File: config.mk
export PLATFORM = sky130hd
export DESIGN_NAME = hs_math_seq_div
export DESIGN_NICKNAME = d
export VERILOG_FILES = /design/src/rtl/hs_math_seq_pkg.sv /design/src/rtl/hs_math_div_step.sv /design/src/rtl/hs_math_seq_div.sv
export SDC_FILE = /design/constraint.sdc
export NUM_CORES = 1
export LEC_CHECK = 0
export ABC_AREA = 1
export ABC_CLOCK_PERIOD_IN_PS = 6400
export CORE_MARGIN = 2
export CORE_UTILIZATION = 55
export CTS_CLUSTER_SIZE = 12
export DETAILED_ROUTE_END_ITERATION = 8
export GPL_TIMING_DRIVEN = 0
export PLACE_DENSITY = 0.79
export SETUP_SLACK_MARGIN = 0.15
export SLEW_MARGIN = 20
export SYNTH_ARGS = -nofsm -noshare
export SYNTH_HDL_FRONTEND = slang
export SYNTH_SLANG_ARGS = --single-unit
File: constraint.sdc
create_clock -name clk -period 6.4 [get_ports clk]
set_clock_uncertainty 0.2 [all_clocks]
set_input_delay 0.96 -clock clk [delete_from_list [all_inputs] [get_ports clk]]
set_output_delay 0.96 -clock clk [all_outputs]
set_load 0.05 [all_outputs]
File: src/rtl/hs_math_seq_pkg.sv
// Shared types and helpers for the sequential math blocks (hs_math_seq_*).
package hs_math_seq_pkg;

  typedef enum logic [1:0] {
    DIV_IDLE = 2'd0,
    DIV_BUSY = 2'd1,
    DIV_DONE = 2'd2
  } hs_div_state_e;

  // Iteration counter width for a WIDTH-bit divider.
  function automatic int div_cnt_width(input int width);
    return $clog2(width + 1);
  endfunction

endpackage

File: src/rtl/hs_math_div_step.sv
// One radix-2 restoring division step: shift in the next dividend bit, subtract the divisor if it fits.
module hs_math_div_step
  import hs_math_seq_pkg::*;
#(
  parameter int WIDTH = 16
) (
  input  logic [WIDTH-1:0] rem_in,
  input  logic [WIDTH-1:0] divisor,
  input  logic             dividend_bit,
  output logic [WIDTH-1:0] rem_out,
  output logic             q_bit
);

  logic [WIDTH:0] shifted_s;

  // Trial subtraction on a WIDTH+1 bit partial remainder; the modular WIDTH-bit difference is exact because the true result is below divisor.
  always_comb begin
    shifted_s = {rem_in, dividend_bit};
    rem_out   = shifted_s[WIDTH-1:0];
    q_bit     = 1'b0;
    if (shifted_s >= {1'b0, divisor}) begin
      rem_out = shifted_s[WIDTH-1:0] - divisor;
      q_bit   = 1'b1;
    end else begin
      rem_out = shifted_s[WIDTH-1:0];
      q_bit   = 1'b0;
    end
  end

endmodule

File: src/rtl/hs_math_seq_div.sv
// Iterative unsigned divider, one quotient bit per cycle, valid/ready on both sides.
// Optional ceiling output enabled by defining HS_MATH_DIV_CEIL_EN.
module hs_math_seq_div
  import hs_math_seq_pkg::*;
#(
  parameter int WIDTH = 16
) (
  input  logic             clk,
  input  logic             rst,
  input  logic             in_valid,
  output logic             in_ready,
  input  logic [WIDTH-1:0] in_dividend,
  input  logic [WIDTH-1:0] in_divisor,
  output logic             out_valid,
  input  logic             out_ready,
  output logic [WIDTH-1:0] out_quotient,
  output logic [WIDTH-1:0] out_remainder,
  output logic             out_div_by_zero
`ifdef HS_MATH_DIV_CEIL_EN
  ,
  output logic [WIDTH-1:0] out_ceil
`endif
);

  localparam int            CW        = div_cnt_width(WIDTH);
  localparam logic [CW-1:0] LAST_ITER = CW'(WIDTH - 1);

  hs_div_state_e    state_r;
  logic [CW-1:0]    cnt_r;
  logic [WIDTH-1:0] dvd_r;
  logic [WIDTH-1:0] dvs_r;
  logic [WIDTH-1:0] rem_r;
  logic [WIDTH-1:0] rem_next_s;
  logic             q_bit_s;
  logic [WIDTH-1:0] quot_next_s;

  assign in_ready    = (state_r == DIV_IDLE);
  // Quotient bits shift into the vacated low end of the dividend register.
  assign quot_next_s = {dvd_r[WIDTH-2:0], q_bit_s};

  hs_math_div_step #(
    .WIDTH(WIDTH)
  ) u_step (
    .rem_in      (rem_r),
    .divisor     (dvs_r),
    .dividend_bit(dvd_r[WIDTH-1]),
    .rem_out     (rem_next_s),
    .q_bit       (q_bit_s)
  );

  // Control FSM, iteration datapath and result registers.
  always_ff @(posedge clk) begin
    if (rst) begin
      state_r         <= DIV_IDLE;
      cnt_r           <= {CW{1'b0}};
      dvd_r           <= {WIDTH{1'b0}};
      dvs_r           <= {WIDTH{1'b0}};
      rem_r           <= {WIDTH{1'b0}};
      out_valid       <= 1'b0;
      out_quotient    <= {WIDTH{1'b0}};
      out_remainder   <= {WIDTH{1'b0}};
      out_div_by_zero <= 1'b0;
`ifdef HS_MATH_DIV_CEIL_EN
      out_ceil        <= {WIDTH{1'b0}};
`endif
    end else begin
      case (state_r)
        DIV_IDLE: begin
          if (in_valid) begin
            dvd_r <= in_dividend;
            dvs_r <= in_divisor;
            rem_r <= {WIDTH{1'b0}};
            cnt_r <= {CW{1'b0}};
            if (in_divisor == {WIDTH{1'b0}}) begin
              state_r         <= DIV_DONE;
              out_valid       <= 1'b1;
              out_quotient    <= {WIDTH{1'b1}};
              out_remainder   <= in_dividend;
              out_div_by_zero <= 1'b1;
`ifdef HS_MATH_DIV_CEIL_EN
              out_ceil        <= {WIDTH{1'b1}};
`endif
            end else begin
              state_r <= DIV_BUSY;
            end
          end
        end
        DIV_BUSY: begin
          dvd_r <= quot_next_s;
          rem_r <= rem_next_s;
          if (cnt_r == LAST_ITER) begin
            state_r         <= DIV_DONE;
            cnt_r           <= {CW{1'b0}};
            out_valid       <= 1'b1;
            out_quotient    <= quot_next_s;
            out_remainder   <= rem_next_s;
            out_div_by_zero <= 1'b0;
`ifdef HS_MATH_DIV_CEIL_EN
            // A nonzero remainder guarantees the quotient is below all-ones, so this cannot wrap.
            out_ceil        <= quot_next_s + WIDTH'(rem_next_s != {WIDTH{1'b0}});
`endif
          end else begin
            cnt_r <= cnt_r + CW'(1);
          end
        end
        DIV_DONE: begin
          if (out_ready) begin
            state_r   <= DIV_IDLE;
            out_valid <= 1'b0;
          end
        end
        default: begin
          state_r   <= DIV_IDLE;
          cnt_r     <= {CW{1'b0}};
          out_valid <= 1'b0;
        end
      endcase
    end
  end

endmodule

==> results.yml <==
status:
  status: "complete, no violations"
logic_synthesis:
  syn_avg_cell_area_um2: 6.56
  synth_seq_cells: 89
  synth_top_family_by_area: "simple AND/OR/NAND/NOR gates"
  synth_compound_area_share_pct: 11.2
  synthSimpleGateAreaFrac_pct: 33.7
  ys_types: 32
  synth.area.mux_share_pct: 0
  syn-num-nets: 796
  netlist_instances: 742
  syn_area_um2: 4870
  synthXorXnorAreaFrac_pct: 1.44
  synth_fa_ha_area_share_pct: 4.78
  seq_area_frac_synth_pct: 36.6
  yosys_warnings: 0
worst_setup_path:
  cp_top_family: "buffers and inverters"
  cp.required_ps: 5240
  start_kind: "flip-flop"
  critPathCaptureType: "output port"
  worst-endpoint-arrival_ps: 1770
  worstSetupPathType: "reg2out"
  critPathMaxStageDelay_ps: 830
  path_cells: "nor2_4, clkdlybuf4s50_1"
  crit_slowest_cell: "clkdlybuf4s50_1"
  critPathMaxFanout: 6
  worst-path-buf-inv: 1
global_routing:
  grt_usage_pct: 29.3
  grt_pass1_vias: 4723
  grt_max_degree: 17
  antenna_found_initial: 0
  globalRouteOverflowTotal: 0
  grt_pass1_wl_um: 22700
floorplanning:
  rows: 34
  die_h_um: 98.1
  core_area_um2: 8640
  dieArea_um2: 9620
  num_io_pins: 71
  die_w_um: 98.1
  start_util_pct: 56.4
detailed_routing:
  vias: 5080
  route.detailed.drc: 0
  wl_per_cell_um: 15.1
  routed_wl_um: 14200
  viasPerCell: 5.43
  antenna_left: 0
  first_pass_iters: 5
  first_iter_violations: 410
cells_and_area:
  ff_latch_area_um2: 1780
  syn_to_final_growth_pct: 21.3
  num-fill-cells: 766
  fin_nets: 877
  drive_above_1_share_pct: 4.83
  multiInputGateArea_um2: 2490
  n_antenna_cell: 0
clock_tree:
  cts_hold_buf: 0
  cts.reportedPaths.clkPinSlew_ps: 100
  cts_max_level: 3
  cts_tree: "done"
  clk_latency_ps: 360
  ctsLongestPathBuffers: 2
  cts.repair.resized: 0
  cts_made_buffers: 9
  cts_root_buf: "clkbuf_8"
  post_cts_buffers: 0
  clock-sinks: 89
timing:
  finalSetupViolations: 0
  rsz0062_at_grt: "false"
  fmaxAchievable_ghz: 0.341
  hold_viol: 0
  slew_viol_final: 0
  relSlewSlack_pct: 62.5
  tns_ps: 0
  finalCritPeriodShare_pct: 45.8
  tightest_slew_ps: 562
  fin_crit_ps: 2930
min_path:
  hold_class: "reg2reg"
power:
  power_density_nw_per_um2: 507
  vdd_drop_max_v: 0.000299
  totalPowerFinal_uw: 3000
  leakage_uw: 0.00292
place:
  dp_hpwl_um: 11200
  io_buffers: 70
  place_congestion: 0.935
run:
  cap_viol_max_count: 0
==> flip-flops by register name, summed over array words and instances (netlist names) <==
register	cells
cnt_r	5
out_div_by_zero	1
out_remainder	16
out_quotient	16
dvs_r	16
out_valid	1
rem_r	16
dvd_r	16
state_r	2
==> tightest hold or removal path: cells and delay by family, from the launching register on <==
| family | cells | cell delay [ps] |
|---|---|---|
| DFF | 1 | 310 |
| buffers and inverters | 1 | 60 |
| and+or+nand+nor | 1 | 40 |
==> kinds of logic (layout without fill, tap and decap cells) <==
group | after synthesis | after routing
xor gates and xnor gates | 8 | 8
adders and majority gates | 18 | 18
DFF | 89 | 89
and+or+nand+nor | 377 | 377
AOI/OAI and AO/OA | 101 | 101
buffers and inverters | 149 | 235
==> cells in the final DEF (no fill, tap or decap), types with 17 or more instances in the layout <==
cell type	instances
dfxtp_1	89
nand2_1	185
nand4_1	22
clkbuf_1	19
nor2_1	85
a21oi_1	33
ha_1	17
inv_1	112
clkdlybuf4s50_1	70
o21ai_0	35
nand3_1	65
==> stage by stage <==
| step | hold WS, ps | std cells | setup WS (ps) | utilization [%] | instance area (µm²) |
|---|---|---|---|---|---|
| finish | 250 | 936 | 3470 | 68.4 | 5910 |
| global route | 285 | 936 | 3410 | 68.4 | 5910 |
| CTS | 252 | 936 | 3460 | 68.4 | 5910 |
| detailed placement | 238 | 920 | 3380 | 66.1 | 5700 |
| global placement | 230 | 920 | 3360 | 66.1 | 5700 |
| floorplan | 215 | 742 | 4130 | - | 4870 |
==> cell type report <==
type,instances,share of cell area [%]
Multi-Input combinational cell,504,42.2
Sequential cell,89,30.2
Timing Repair Buffer,70,11.9
Inverter,117,7.44
Buffer,32,2.65
Tap cell,108,2.29
Clock buffer,10,2.16
Clock inverter,6,1.25
==> per-layer routing <==
layer,track usage (%),vias to the layer above,wire length [µm]
met2,46.3,219,6370
met5,0,-,0
met3,4.37,14,1060
li1,-,2541,-
met4,7.26,0,155
met1,42.2,2306,6570
==> cell usage after synthesis <==
cell type  number  area share [%]
nand3b_1        3            0.46
inv_1         112             8.6
nand2_2         2            0.26
a21oi_1        33             3.4
and2_1          3            0.39
xor2_1          7             1.3
o22ai_1        15             1.9
a211oi_1        1            0.15
nand3_2         1            0.21
dfxtp_1        89              37
or2_1           1            0.13
nand2_4         2            0.46
buf_1           4            0.31
nor3_1          1            0.10
clkbuf_1       18             1.4
buf_4           2            0.31
nor2_4          4            0.93
nor4_1          2            0.26
nand2_1       185              14
buf_6           3            0.69
nor2_1         85             6.6
fa_1            1            0.41
o21ai_1         1            0.10
inv_2           5            0.39
o21ai_0        35             3.6
buf_2           5            0.51
ha_1           17             4.4
a31oi_1        16             2.1
xnor2_1         1            0.18
nor3_2          1            0.21
nand4_1        22             2.8
nand3_1        65             6.7
==> worst paths after layout <==
kind	startpoint	end	slack (ps)	cells past startpoint
setup reg to reg	dvs_r[7]	rem_r[7]	3860	15
setup / recovery	state_r[1]	in_ready	3470	2
hold reg to reg	cnt_r[4]	cnt_r[4]	250	2
hold / removal	cnt_r[4]	cnt_r[4]	250	2
==> report_power, final <==
part / internal (µW) / switching, µW / total (µW)
logic: 562 / 1210 / 1770
clock network: 186 / 218 / 404
registers: 710 / 113 / 823
Power figures use the tool's default switching activity.
